File: src/rtl/sp_addsub_sched_pkg.sv
`default_nettype none
// ============================================================================
//  Module      : sp_addsub_sched_pkg
//  Description : Shared opcode constants and helpers for schedulers that
//                share integer arithmetic operators.
//  Revision    : 1.0 - initial release
// ============================================================================
package sp_addsub_sched_pkg;

    localparam logic OP_ADD = 1'b0;
    localparam logic OP_SUB = 1'b1;

    // Width needed to index n ports; never less than one bit.
    function automatic int idx_width(input int n);
        return (n > 1) ? $clog2(n) : 1;
    endfunction

endpackage
`default_nettype wire

File: src/rtl/sp_addsub_sched_if.sv
`default_nettype none
// ============================================================================
//  Module      : sp_addsub_sched_if
//  Description : Request/result bundle between requesters, the consumer and
//                the shared add/subtract scheduler.
//  Revision    : 1.0 - initial release
// ============================================================================
interface sp_addsub_sched_if #(
    parameter int WIDTH = 32,
    parameter int PORTS = 4,
    parameter int IDW   = 2
);
    logic [PORTS-1:0]       req_valid;
    logic [PORTS-1:0]       req_ready;
    logic [PORTS-1:0]       req_op;
    logic [PORTS*WIDTH-1:0] req_a;
    logic [PORTS*WIDTH-1:0] req_b;
    logic                   res_valid;
    logic                   res_ready;
    logic [WIDTH-1:0]       res_data;
    logic [IDW-1:0]         res_id;

    // Requester / consumer side.
    modport master (
        output req_valid, req_op, req_a, req_b, res_ready,
        input  req_ready, res_valid, res_data, res_id
    );

    // Scheduler side.
    modport slave (
        input  req_valid, req_op, req_a, req_b, res_ready,
        output req_ready, res_valid, res_data, res_id
    );
endinterface
`default_nettype wire

File: src/rtl/sp_int_add.sv
`default_nettype none
// ============================================================================
//  Module      : sp_int_add
//  Description : Integer adder, result modulo 2^WIDTH, no carry out.
//  Revision    : 1.0 - initial release
// ============================================================================
module sp_int_add #(
    parameter int WIDTH = 32
) (
    input  wire logic [WIDTH-1:0] i_a,
    input  wire logic [WIDTH-1:0] i_b,
    output logic      [WIDTH-1:0] o_sum
);
    assign o_sum = i_a + i_b;
endmodule
`default_nettype wire

File: src/rtl/sp_int_sub.sv
`default_nettype none
// ============================================================================
//  Module      : sp_int_sub
//  Description : Integer subtractor (a - b), two's complement, modulo 2^WIDTH.
//  Revision    : 1.0 - initial release
// ============================================================================
module sp_int_sub #(
    parameter int WIDTH = 32
) (
    input  wire logic [WIDTH-1:0] i_a,
    input  wire logic [WIDTH-1:0] i_b,
    output logic      [WIDTH-1:0] o_diff
);
    assign o_diff = i_a - i_b;
endmodule
`default_nettype wire

File: src/rtl/sp_rr_arbiter.sv
`default_nettype none
// ============================================================================
//  Module      : sp_rr_arbiter
//  Description : Combinational round-robin arbiter. Scans requests starting at
//                the pointer with wrap-around; emits one-hot grant and index.
//  Revision    : 1.0 - initial release
// ============================================================================
module sp_rr_arbiter
    import sp_addsub_sched_pkg::*;
#(
    parameter  int PORTS  = 4,
    localparam int c_IDXW = idx_width(PORTS)
) (
    input  wire logic [PORTS-1:0]  i_req,
    input  wire logic [c_IDXW-1:0] i_ptr,
    input  wire logic              i_en,
    output logic      [PORTS-1:0]  o_grant,
    output logic      [c_IDXW-1:0] o_idx
);

    // First requester at or after the pointer wins; nothing granted when disabled.
    always_comb begin
        logic              w_found;
        int                w_pos;
        logic [c_IDXW-1:0] w_j;
        o_grant = '0;
        o_idx   = '0;
        w_found = 1'b0;
        w_pos   = 0;
        w_j     = '0;
        for (int k = 0; k < PORTS; k++) begin
            w_pos = int'(i_ptr) + k;
            if (w_pos >= PORTS) begin
                w_pos = w_pos - PORTS;
            end
            w_j = c_IDXW'(w_pos);
            if (i_en && !w_found && i_req[w_j]) begin
                w_found      = 1'b1;
                o_grant[w_j] = 1'b1;
                o_idx        = w_j;
            end
        end
    end

endmodule
`default_nettype wire

File: src/rtl/sp_addsub_sched.sv
`default_nettype none
// ============================================================================
//  Module      : sp_addsub_sched
//  Description : Round-robin scheduler sharing one add/subtract datapath among
//                PORTS requesters; one registered, port-tagged result.
//  Revision    : 1.0 - initial release
// ============================================================================
module sp_addsub_sched
    import sp_addsub_sched_pkg::*;
#(
    parameter int WIDTH = 32,
    parameter int PORTS = 4,
    parameter int IDW   = 2
) (
    input  wire logic          clk,
    input  wire logic          rst,
    sp_addsub_sched_if.slave   bus
);

    localparam int c_IDXW = idx_width(PORTS);

    logic [c_IDXW-1:0] r_ptr;
    logic              r_valid;
    logic [WIDTH-1:0]  r_data;
    logic [IDW-1:0]    r_id;

    logic              w_free;
    logic              w_en;
    logic [PORTS-1:0]  w_grant;
    logic [c_IDXW-1:0] w_idx;
    logic              w_accept;
    logic              w_op;
    logic [WIDTH-1:0]  w_a;
    logic [WIDTH-1:0]  w_b;
    logic [WIDTH-1:0]  w_sum;
    logic [WIDTH-1:0]  w_diff;
    logic [WIDTH-1:0]  w_res;

    // The output register can take a new result when empty or being drained.
    assign w_free = !r_valid || bus.res_ready;
    assign w_en   = w_free && !rst;

    sp_rr_arbiter #(
        .PORTS   (PORTS)
    ) u_arb (
        .i_req   (bus.req_valid),
        .i_ptr   (r_ptr),
        .i_en    (w_en),
        .o_grant (w_grant),
        .o_idx   (w_idx)
    );

    assign bus.req_ready = w_grant;
    assign w_accept      = |(w_grant & bus.req_valid);

    // Operand/opcode steering from the granted port.
    assign w_op = bus.req_op[w_idx];
    assign w_a  = bus.req_a[int'(w_idx)*WIDTH +: WIDTH];
    assign w_b  = bus.req_b[int'(w_idx)*WIDTH +: WIDTH];

    sp_int_add #(
        .WIDTH (WIDTH)
    ) u_add (
        .i_a   (w_a),
        .i_b   (w_b),
        .o_sum (w_sum)
    );

    sp_int_sub #(
        .WIDTH  (WIDTH)
    ) u_sub (
        .i_a    (w_a),
        .i_b    (w_b),
        .o_diff (w_diff)
    );

    assign w_res = (w_op == OP_SUB) ? w_diff : w_sum;

    // Result register and round-robin pointer; pointer moves past each winner.
    always_ff @(posedge clk) begin
        if (rst) begin
            r_valid <= 1'b0;
            r_data  <= '0;
            r_id    <= '0;
            r_ptr   <= '0;
        end else if (w_accept) begin
            r_valid <= 1'b1;
            r_data  <= w_res;
            r_id    <= IDW'(w_idx);
            r_ptr   <= (w_idx == c_IDXW'(PORTS-1)) ? '0 : w_idx + 1'b1;
        end else if (bus.res_ready) begin
            r_valid <= 1'b0;
        end
    end

    assign bus.res_valid = r_valid;
    assign bus.res_data  = r_data;
    assign bus.res_id    = r_id;

endmodule
`default_nettype wire

File: src/flat_wrapper.sv
// flat-port wrapper written by rule: the top's interface ports become plain ports
module sp_addsub_sched_flat import sp_addsub_sched_pkg::*;
#(
    parameter int WIDTH = 32,
    parameter int PORTS = 4,
    parameter int IDW   = 2
)
  (clk, rst, bus_req_valid, bus_req_op, bus_req_a, bus_req_b, bus_res_ready, bus_req_ready, bus_res_valid, bus_res_data, bus_res_id);
  sp_addsub_sched_if #(.WIDTH(WIDTH), .PORTS(PORTS), .IDW(IDW)) bus_i ();
  input  wire logic clk;
  input  wire logic rst;
  input wire logic [$bits(bus_i.req_valid)-1:0] bus_req_valid;
  input wire logic [$bits(bus_i.req_op)-1:0] bus_req_op;
  input wire logic [$bits(bus_i.req_a)-1:0] bus_req_a;
  input wire logic [$bits(bus_i.req_b)-1:0] bus_req_b;
  input wire logic [$bits(bus_i.res_ready)-1:0] bus_res_ready;
  output wire logic [$bits(bus_i.req_ready)-1:0] bus_req_ready;
  output wire logic [$bits(bus_i.res_valid)-1:0] bus_res_valid;
  output wire logic [$bits(bus_i.res_data)-1:0] bus_res_data;
  output wire logic [$bits(bus_i.res_id)-1:0] bus_res_id;
  assign bus_i.req_valid = bus_req_valid;
  assign bus_i.req_op = bus_req_op;
  assign bus_i.req_a = bus_req_a;
  assign bus_i.req_b = bus_req_b;
  assign bus_i.res_ready = bus_res_ready;
  assign bus_req_ready = bus_i.req_ready;
  assign bus_res_valid = bus_i.res_valid;
  assign bus_res_data = bus_i.res_data;
  assign bus_res_id = bus_i.res_id;
  sp_addsub_sched #(.WIDTH(WIDTH), .PORTS(PORTS), .IDW(IDW)) u_core (.clk(clk), .rst(rst), .bus(bus_i));
endmodule
File: config.mk
export PLATFORM = sky130hd
export DESIGN_NAME = sp_addsub_sched_flat
export DESIGN_NICKNAME = d
export VERILOG_FILES = /design/src/rtl/sp_addsub_sched_pkg.sv /design/src/rtl/sp_addsub_sched_if.sv /design/src/rtl/sp_int_add.sv /design/src/rtl/sp_int_sub.sv /design/src/rtl/sp_rr_arbiter.sv /design/src/rtl/sp_addsub_sched.sv /design/src/flat_wrapper.sv
export SDC_FILE = /design/constraint.sdc
export NUM_CORES = 1
export LEC_CHECK = 0
export CORE_MARGIN = 1
export CORE_UTILIZATION = 47
export DETAILED_ROUTE_END_ITERATION = 6
export DONT_BUFFER_PORTS = 1
export MAX_ROUTING_LAYER = met4
export PLACE_DENSITY = 0.63
export SYNTH_ARGS = -nofsm -noshare
export SYNTH_HDL_FRONTEND = slang
export SYNTH_SLANG_ARGS = --single-unit
export TNS_END_PERCENT = 5
File: constraint.sdc
create_clock -name clk -period 7.7 [get_ports clk]
set_clock_uncertainty 0.15 [all_clocks]
set_input_delay 0.77 -clock clk [delete_from_list [all_inputs] [get_ports clk]]
set_output_delay 0.77 -clock clk [all_outputs]
set_load 0.01 [all_outputs]
# After elaboration in Yosys (flattened, before gate mapping)
# Cells that the tools add are included.
# W data, S select, Z words.
[op_classes]
add_sub_neg = 10
n_lt_le_gt_ge = 13
eq_ne = 1
n_shift = 2
muxes = 37
n_bitwise = 4
reduce_logical = 20
[ops]
columns = ["operator", "count"]
rows = [
  ["$shiftx A128 B8 Y32", 2],
  ["$add A32 B32 Y32", 1],
  ["$mux W32", 1],
  ["$sub A32 B32 Y32", 1],
  ["$mux W2", 9],
  ["$mux W4", 4],
  ["$lt A2 B3 Y1 const B", 5],
  ["$mux W1", 14],
  ["$logic_and A1 B1 Y1", 12],
  ["$or A4 B4 Y4", 3],
  ["$bmux W1 S2", 5],
  ["$ge A3 B3 Y1 const B", 3],
  ["$demux W1 S2", 4],
  ["$ge A2 B1 Y1 const B", 4],
  ["$sub A2 B1 Y2 const B", 4],
  ["$add A2 B2 Y3 const B", 2],
  ["$logic_not A1 Y1", 5],
  ["$and A4 B4 Y4", 1],
  ["$reduce_or A4 Y1", 1],
  ["$add A2 B1 Y3 const B", 1],
  ["$ge A2 B3 Y1 const B", 1],
  ["$add A2 B1 Y2 const B", 1],
  ["$eq A2 B2 Y1 const B", 1],
  ["$reduce_bool A2 Y1", 1],
  ["$logic_or A1 B1 Y1", 1],
]
[totals]
ff_bits = 37
in_bits = 267
output_inout_bits = 39
elab_cells = 91

# Logic depth before layout (Yosys ltp)
# Gate-level depths: netlist of run 1.
[depth]
ltp_word = 21
depth_mapped = 35
depth_no_buf = 27

# Modules after synthesis
# A second synthesis of run 1 with hierarchy kept.
[unflattened]
cells_unflattened = 819
area_unflattened_um2 = 7334.5
[by_module_without_submodules]
columns = ["module", "instances", "cells_each", "area_each_um2", "seq_area_each_um2"]
rows = [
  ["sp_addsub_sched", 1, 254, 3228.1, 740.7],
  ["sp_int_sub", 1, 265, 1815.5, 0.0],
  ["sp_int_add", 1, 229, 1654.1, 0.0],
  ["sp_rr_arbiter", 1, 71, 636.9, 0.0],
]

# Least setup slack after synthesis of run 1
# Ideal clock, no wire load.
[synth_timing]
kind = "flip-flop to flip-flop"
startpoint = "reg u_core.r_ptr[0]"
endpoint = "reg u_core.r_data[30] (netlist: u_core.bus.res_data[30])"
setup_time_ns = 0.062
arrival_time_ns = 6.826
t_required_ns = 7.488
path_slack_ns = 0.661
path_stages_with_launch = 34
path_buffers = 8
synth_period_minus_slack_ns = 7.039
path_cell_list = "dfxtp_1 > buf_4 > buf_2 > inv_1 > ha_1 > buf_6 > mux4_2 > nor3_4 > a32oi_4 > inv_4 > buf_2 > buf_2 > buf_2 > buf_4 > buf_2 > mux2i_1 > nand2_1 > nand2_1 > ha_1 > nand2b_1 > a211oi_1 > nor2b_1 > a21oi_1 > xnor2_1 > ha_1 > and3_1 > nand2_1 > o31ai_1 > a311o_1 > a41oi_1 > a211oi_1 > a41oi_1 > or4_1 > nand3_1"
[synth_via]
elab_chain_len = 21
elab_cells_between_ends = 76
cone_classes = "9 x add/sub; 12 x order compare; 2 x shift; 34 x mux; 4 x bitwise; 15 x reduce/logical"
[synth_lines]
columns = ["element", "line", "rtl"]
rows = [
  ["start, declared", "sp_addsub_sched.sv:22", "logic [c_IDXW-1:0] r_ptr;"],
  ["start signal, assigned", "sp_addsub_sched.sv:90", "r_ptr <= (w_idx == c_IDXW'(PORTS-1)) ? '0 : w_idx + 1'b1;"],
  ["$ge A2 B3 Y1 / $sub A2 B1 Y2 (equally long branches)", "sp_rr_arbiter.sv:33, sp_rr_arbiter.sv:34", ""],
  ["$mux W2", "sp_rr_arbiter.sv:33", "if (w_pos >= PORTS) begin"],
  ["$bmux W1 S2", "sp_rr_arbiter.sv:37", "if (i_en && !w_found && i_req[w_j]) begin"],
  ["$mux W1 (implied by the code)", "sp_rr_arbiter.sv:37", ""],
  ["$logic_and A1 B1 Y1", "sp_rr_arbiter.sv:37", ""],
  ["$mux W1", "sp_rr_arbiter.sv:37", ""],
  ["$logic_not A1 Y1", "sp_rr_arbiter.sv:37", ""],
  ["$logic_and A1 B1 Y1 (2 in a row)", "sp_rr_arbiter.sv:37", ""],
  ["[2 not listed]", "n/a", ""],
  ["$logic_and A1 B1 Y1 (2 in a row)", "sp_rr_arbiter.sv:37", ""],
  ["$mux W1", "sp_rr_arbiter.sv:37", ""],
  ["$logic_not A1 Y1", "sp_rr_arbiter.sv:37", ""],
  ["$logic_and A1 B1 Y1 (2 in a row)", "sp_rr_arbiter.sv:37", ""],
  ["$mux W2", "sp_rr_arbiter.sv:37", ""],
  ["$shiftx A128 B8 Y32 (tied with other cells)", "sp_addsub_sched.sv:58", "assign w_a = bus.req_a[int'(w_idx)*WIDTH +: WIDTH];"],
  ["$add A32 B32 Y32 (tied with other cells)", "sp_int_add.sv:14", "assign o_sum = i_a + i_b;"],
  ["$mux W32", "sp_addsub_sched.sv:77", "assign w_res = (w_op == OP_SUB) ? w_diff : w_sum;"],
  ["end signal, assigned", "sp_addsub_sched.sv:88", "r_data <= w_res;"],
  ["end, declared", "sp_addsub_sched.sv:24", "logic [WIDTH-1:0] r_data;"],
]
# Several ways; a longest one is shown, not always the timed one. The select of a mux whose other input is x is not followed.
# A chain may end at the register's enable or synchronous reset.

# Final worst setup path of run 1
[layout_timing]
startpoint = "reg u_core.r_ptr[1]"
endpoint = "reg u_core.r_data[30] (netlist: u_core.bus.res_data[30])"
# The elaborated chain is that of the path after synthesis.

==> results of run 1 <==
## cell usage after synthesis, types with 5 or more instances
cell type    n  area share [%]
buf_2       17             1.3
a21oi_1     66             5.1
nor2_1      88             5.1
or3_1       12             1.2
a211oi_1     5            0.58
and3_1      55             5.3
o311ai_0     9             1.2
buf_1        6            0.35
inv_1       15            0.87
o21a_1       5            0.58
o21ai_1      7            0.54
or4_1        9             1.0
nor3_1      24             1.9
nand2_1    246              14
o21ai_0     18             1.4
dfxtp_1     37              11
a31oi_1     60             5.8
ha_1        41             8.0
xnor2_1     39             5.3
clkbuf_1    38             2.2
xor2_1      23             3.1
mux2i_1     45             7.0
nor4_1      15             1.5
nor2b_1      7            0.68
nand2b_1    10            0.97
nand3_1     13             1.0
o211ai_1     5            0.58
a21o_1      13             1.5
## kinds of logic (layout without fill, tap and decap cells)
family / count (synthesis) / in the layout
fa+ha+maj: 42 / 42
buf+inv: 82 / 40
xor+xnor: 62 / 62
flops: 37 / 37
compound gates: 224 / 224
simple gates: 496 / 496
mux: 49 / 49
## registers in the layout (all words and copies together), names as in the netlist
signal and count:
u_core.bus.res_valid 1, u_core.bus.res_id 2, u_core.bus.res_data 32, u_core.r_ptr 2
## power breakdown
group	leakage [µW]	switching, µW	internal [µW]
sequential	0.000302	47.2	240
clock	0.0000696	82.2	119
combinational	0.00241	2490	1750
## through the flow
step / util, % / instance area, µm² / hold WS, ns / power (µW)
after global routing: 50.3 / 6680 / 0.399 / 5220
after floorplan: - / 6450 / 0.326 / 3620
final: 50.3 / 6680 / 0.363 / 4720
after detailed placement: 49.2 / 6540 / 0.356 / 4480
after CTS: 50.3 / 6680 / 0.364 / 4700
after global placement: 49.2 / 6540 / 0.352 / 4480
## cell type report
class	count	area (µm²)	area share (%)
inverter	17	66.3	0.992
multi-input combinational	873	5390	80.6
clock inverter	3	17.5	0.262
tap	176	220	3.30
clock buffer	5	125	1.87
sequential	37	741	11.1
timing repair buffer	15	125	1.87
## layer usage
layer	share of wire (%)	GRT usage, %	routed length [µm]
met5	0	-	0
met4	1.9	7.91	416
met2	44	45.4	9540
met1	45	40.8	9800
met3	8.3	5.51	1780
## worst max-delay path: stages, from the launching register on
cell and delay (ns):
dfxtp_1 0.51, inv_1 0.19, ha_1 0.46, mux4_2 0.57, nor3_4 0.18, and3_1 0.32, o32ai_4 0.14, inv_2 0.39
nand2_1 0.10, nand2_1 0.12, ha_1 0.25, nand2b_1 0.09, a211oi_1 0.24, nor2b_1 0.30, a21oi_1 0.13, xnor2_1 0.14
ha_1 0.37, and3_1 0.20, nand2_1 0.07, o31ai_1 0.44, a311o_1 0.31, a41oi_1 0.17, a211oi_1 0.32, a41oi_1 0.17
or4_1 0.42, nand3_1 0.09
## worst max-delay path by stage
stage                              end  slack [ns]
2_1_floorplan  u_core.bus.res_data[30]        0.66
3_3_place_gp   u_core.bus.res_data[30]        0.97
3_5_place_dp   u_core.bus.res_data[30]        0.83
4_1_cts        u_core.bus.res_data[30]        0.80
5_1_grt        u_core.bus.res_data[30]        0.19
6_report       u_core.bus.res_data[30]        0.80
==> summary.md, run 1 <==
| Metric | Value |
|---|---|
| Status | finished, final reports clean |
| Largest family of logic cells by synthesized area | simple AND/OR/NAND/NOR gates |
| Mean area per synthesized cell | 6.50 µm² |
| Critical path origin | u_core.r_ptr[1] |
| GRT overflow | 0 |
| Worst setup SP type | flip-flop |
| Largest net degree at the start of global routing | 86 |
| Syn Nets | 1301 |
| FF-to-FF End | u_core.bus.res_data[30] |
| Setup slack, reg-to-reg | 0.80 ns |
| Sequential share of the synthesized area | 11.5% |
| Critical Path RT | 7.77 ns |
| Die H | 119 µm |
| Slew headroom | 52.8% |
| CP Class | reg2reg |
| Place WS | 0.830 ns |
| Io pins | 306 |
| All-layer global routing usage | 30.0% |
| Net count, final | 1258 |
| EDFF count, synth | 0 |
| Max Clock Freq | 0.145 GHz |
| Layout cell share with drive strength beyond 1 | 4.74% |
| R2r startpoint | u_core.r_ptr[1] |
| Routability cong. | 0.933 |
| Area added between synthesis and finish | 3.61% |
| Post-Synth Adder-Cell Area | 8.26% |
| Commonest non-fill, non-tap cells in the layout | nand2_1, nor2_1, a21oi_1, a31oi_1, and3_1 |
| Max-Cap Viols | 0 |
| Ant diodes | 0 |
| Initial core utilization | 48.5% |
| Leak | 0.00278 µW |
| Cell variety after synth | 71 |
| Synth Area in Compound Gates | 22.9% |
| Final ANT Viol Nets | 0 |
| CTS H-tree depth | 2 |
| Die area | 14200 µm² |
| Tcrit/Tclk final | 89.6% |
| Post-Layout Cell Count | 1126 |
| Vias | 6910 |
| DRT Pass-1 Iters | 7 |
| Hold Violations, Final | 0 |
| Max-slew violations | 0 |
| Vias in the first global route | 6318 |
| Simple-Gate Fraction of Synth Area | 35.3% |
| Pwr/cell area | 707 nW/µm² |
| DRC | 0 |
| CP arrival | 6.97 ns |
| Worst VDD drop | 0.000261 V |
| Synth warnings | 0 |
| Port Buffers | 0 |
| Most common cell after layout, fill and taps aside | nand2_1 |
| WHS Path Cells | 2 |
| Synthesized area | 6450 µm² |
| Initial antenna violation count | 0 |
| Worst-Skew Late Latency | 0.28 ns |
| Synthesized flop and latch total | 37 |
| CTS tree | built |
| Drt initial violations | 432 |
| Setup Fix Bufs, Post-CTS | 0 |
| Worst-margin pin slew | 0.706 ns |
| Setup crit end kind | flip-flop |
| Critical-path maximum fanout | 27 |
| Via-per-instance ratio | 6.14 |
| Hold Buf Count CTS | 0 |
| Final worst setup slack | 0.798 ns |
| Filler cell count | 1408 |
| RSZ-0062 raised after global routing | false |
| Min-Delay Path Class | reg2reg |
| Post-detail-place hpwl | 17400 µm |
| First-pass GRT wire length | 33400 µm |
| Clock Tree Buf Depth | 2 |
| Cells after Synth | 992 |
| Die W | 119 µm |
| Inserted Clock Buffers | 5 |
| Wire per inst | 19.1 µm |
| Clk sinks | 37 |
| Gates resized, CTS repair | 0 |
| Dpl cells | 1118 |
| Hold Startpoint | u_core.bus.res_data[3] |
| Clock Pin Slew Worst Setup and Hold Paths | 0.06 ns |
| Worst Hold End | u_core.bus.res_data[3] |
| Top FF cell, synth | dfxtp_1 |
| Final WL | 21500 µm |
| Worst r2r path cells | 25 |
| Tmin final | 6.90 ns |
| Row count | 42 |
| Setup_tns | 0 ns |
| Core box area | 13300 µm² |
| Synth Area in XOR/XNOR | 8.42% |
| Clk root buf | clkbuf_16 |
| Final Setup Violations | 0 |
| Ys async rst share | 0% |
| Mux contribution to synthesized area | 8.21% |
Note: power is estimated with default switching activity, not from simulation.
==> run 2, diff against run 1 <==
--- a/config.mk
+++ b/config.mk
@@ -5,12 +5,12 @@
 export SDC_FILE = /design/constraint.sdc
 export NUM_CORES = 1
 export LEC_CHECK = 0
-export CORE_MARGIN = 1
-export CORE_UTILIZATION = 47
+export CORE_AREA = 2 2 117 119
 export DETAILED_ROUTE_END_ITERATION = 6
+export DIE_AREA = 0 0 119 121
 export DONT_BUFFER_PORTS = 1
 export MAX_ROUTING_LAYER = met4
-export PLACE_DENSITY = 0.63
+export PLACE_DENSITY = 0.65
 export SYNTH_ARGS = -nofsm -noshare
 export SYNTH_HDL_FRONTEND = slang
 export SYNTH_SLANG_ARGS = --single-unit
==> summary.md, run 2 (synthesis results as in run 1) <==
| Metric | Value |
|---|---|
| Net count, final | 1258 (unchanged) |
| Worst setup SP type | flip-flop |
| Slew headroom | 41.9% (-11 points) |
| Routability cong. | 0.886 (-5.1%) |
| Max incr delay on CP | 0.66 ns (+0.09 ns) |
| Port Buffers | 0 (unchanged) |
| DRT Pass-1 Iters | 5 (-2) |
| Io pins | 306 (unchanged) |
| Post-detail-place hpwl | 17600 µm (+1.0%) |
| Clock Tree Buf Depth | 2 (unchanged) |
| Gates resized, CTS repair | 0 (unchanged) |
| All-layer global routing usage | 29.5% (-0.51 points) |
| Setup Fix Bufs, Post-CTS | 0 (unchanged) |
| Worst VDD drop | 0.000282 V (+8.0%) |
| CP arrival | 7.00 ns (+0.03 ns) |
| Commonest non-fill, non-tap cells in the layout | nand2_1, nor2_1, a21oi_1, a31oi_1, and3_1 |
| CTS H-tree depth | 2 (unchanged) |
| Tcrit/Tclk final | 90.5% (+0.91 points) |
| Vias in the first global route | 6315 (-0.047%) |
| CTS tree | built |
| Hold Violations, Final | 0 (unchanged) |
| First-pass GRT wire length | 33600 µm (+0.81%) |
| Max-slew violations | 0 (unchanged) |
| Clk root buf | clkbuf_16 |
| Tmin final | 6.97 ns (+0.0699 ns) |
| Post-Layout Cell Count | 1126 (unchanged) |
| Setup_tns | 0 ns (unchanged) |
| Die area | 14400 µm² (+1.4%) |
| Hold_ws | 0.341 ns (-0.0221 ns) |
| Layout cell share with drive strength beyond 1 | 4.63% (-0.11 points) |
| Worst-margin pin slew | 0.871 ns (+0.165 ns) |
| Ant diodes | 0 (unchanged) |
| Drt initial violations | 530 (+23%) |
| Critical-path maximum fanout | 33 (+22%) |
| Total power draw | 4750 µW (+0.62%) |
| Hold Buf Count CTS | 0 (unchanged) |
| Via-per-instance ratio | 6.16 (+0.33%) |
| Final ANT Viol Nets | 0 (unchanged) |
| Die W | 119 µm (-0.12%) |
| Max Clock Freq | 0.143 GHz (-1.0%) |
| Row count | 42 (unchanged) |
| Final WL | 21700 µm (+0.78%) |
| Status | finished, final reports clean |
| Inserted Clock Buffers | 5 (unchanged) |
| Area added between synthesis and finish | 4.00% |
| Dpl cells | 1118 (unchanged) |
| Initial antenna violation count | 0 (unchanged) |
| Crit-path cells | inv_1 > ha_1 > mux4_2 > nor3_4 > and3_1 > o32ai_4 > inv_2 > buf_4 > mux2_2 > a21oi_1 > ha_1 > nor2b_1 > o31a_1 > o311ai_0 > nand4_1 > nand3_1 > a31oi_1 > a211oi_1 > o21bai_1 > a21oi_1 > xnor2_1 > o21a_1 |
| Clock Pin Slew Worst Setup and Hold Paths | 0.06 ns (about the same) |
| CP Class | reg2reg |
| Core box area | 13100 µm² (-1.6%) |
| Min-Delay Path Class | reg2reg |
| Slowest CP cell | o311ai_0 |
| Utilization after layout | 51.3% (+1.0 points) |
| Setup crit end kind | flip-flop |
| Pwr/cell area | 708 nW/µm² (+0.25%) |
| Vias | 6933 (+0.33%) |
| Critical Path RT | 7.73 ns (-0.04 ns) |
| RSZ-0062 raised after global routing | false |
| Max-Cap Viols | 0 (unchanged) |
| Clk sinks | 37 (unchanged) |
| Largest net degree at the start of global routing | 66 (-23%) |
| GRT overflow | 0 (unchanged) |
| Most common cell after layout, fill and taps aside | nand2_1 |
| Initial core utilization | 49.3% (+0.78 points) |
| Leak | 0.00279 µW (+0.35%) |
| Final Setup Violations | 0 (unchanged) |
| Setup slack, reg-to-reg | 0.73 ns (-0.07 ns) |
| Largest register FFs | 32 (unchanged) |
| Die H | 121 µm (+1.6%) |
| Worst-Skew Late Latency | 0.28 ns (about the same) |
| Wire per inst | 19.3 µm (+0.78%) |
| Filler cell count | 1372 (-2.6%) |
| DRC | 0 (unchanged) |
## run 2: cell count changes in the layout (fill, tap and decap cells not counted)
cell,change
bufinv_16,+1
clkbuf_1,+1
clkinv_2,-2
clkinv_4,+1
clkinvlp_4,-1
## run 2: worst paths after layout
kind                                              from                       to  depth (start not counted)
worst max register to register         u_core.r_ptr[1]  u_core.bus.res_data[31]                         22
worst min register to register  u_core.bus.res_data[3]   u_core.bus.res_data[3]                          2
worst max-delay path                   u_core.r_ptr[1]  u_core.bus.res_data[31]                         22
worst min-delay path            u_core.bus.res_data[3]   u_core.bus.res_data[3]                          2
## run 2: stage by stage
step	instance area (µm²)	setup slack [ns]
2_1_floorplan	6450	0.661
3_3_place_gp	6540	0.974
3_5_place_dp	6540	0.877
4_1_cts	6710	0.839
5_1_grt	6710	0.192
6_report	6710	0.728
## run 2: layer usage
metal  up-vias  part of all wire [%]  GRT usage [%]
li1       3459                     -              -
met4         0                   1.1           4.84
met3        16                   8.5           5.12
met5         -                     0              -
met1      3146                    45           41.3
met2       312                    45           45.3
## run 2: layout make-up
cell class	instances	area, µm²	share of cell area (%)
clock buffer	6	129	1.92
clock inverter	2	38.8	0.578
inverter	17	66.3	0.989
multi-input combinational	873	5390	80.3
sequential	37	741	11.0
tap	176	220	3.28
timing repair buffer	15	125	1.87
## run 2: critical path, delay by kind of cell (launching register included)
family                     cells  cell delay [ns]
buffers and inverters          3             0.74
xor gates and xnor gates       1             0.08
DFF                            1             0.50
and+or+nand+nor                5             1.14
AOI/OAI and AO/OA              9             2.44
adders and majority gates      2             0.74
muxes                          2             1.07
## run 2: power breakdown
part | internal, µW | switching (µW)
registers | 240 | 47.2
logic | 1750 | 2480
clock network | 153 | 80.0
total | 2140 | 2610
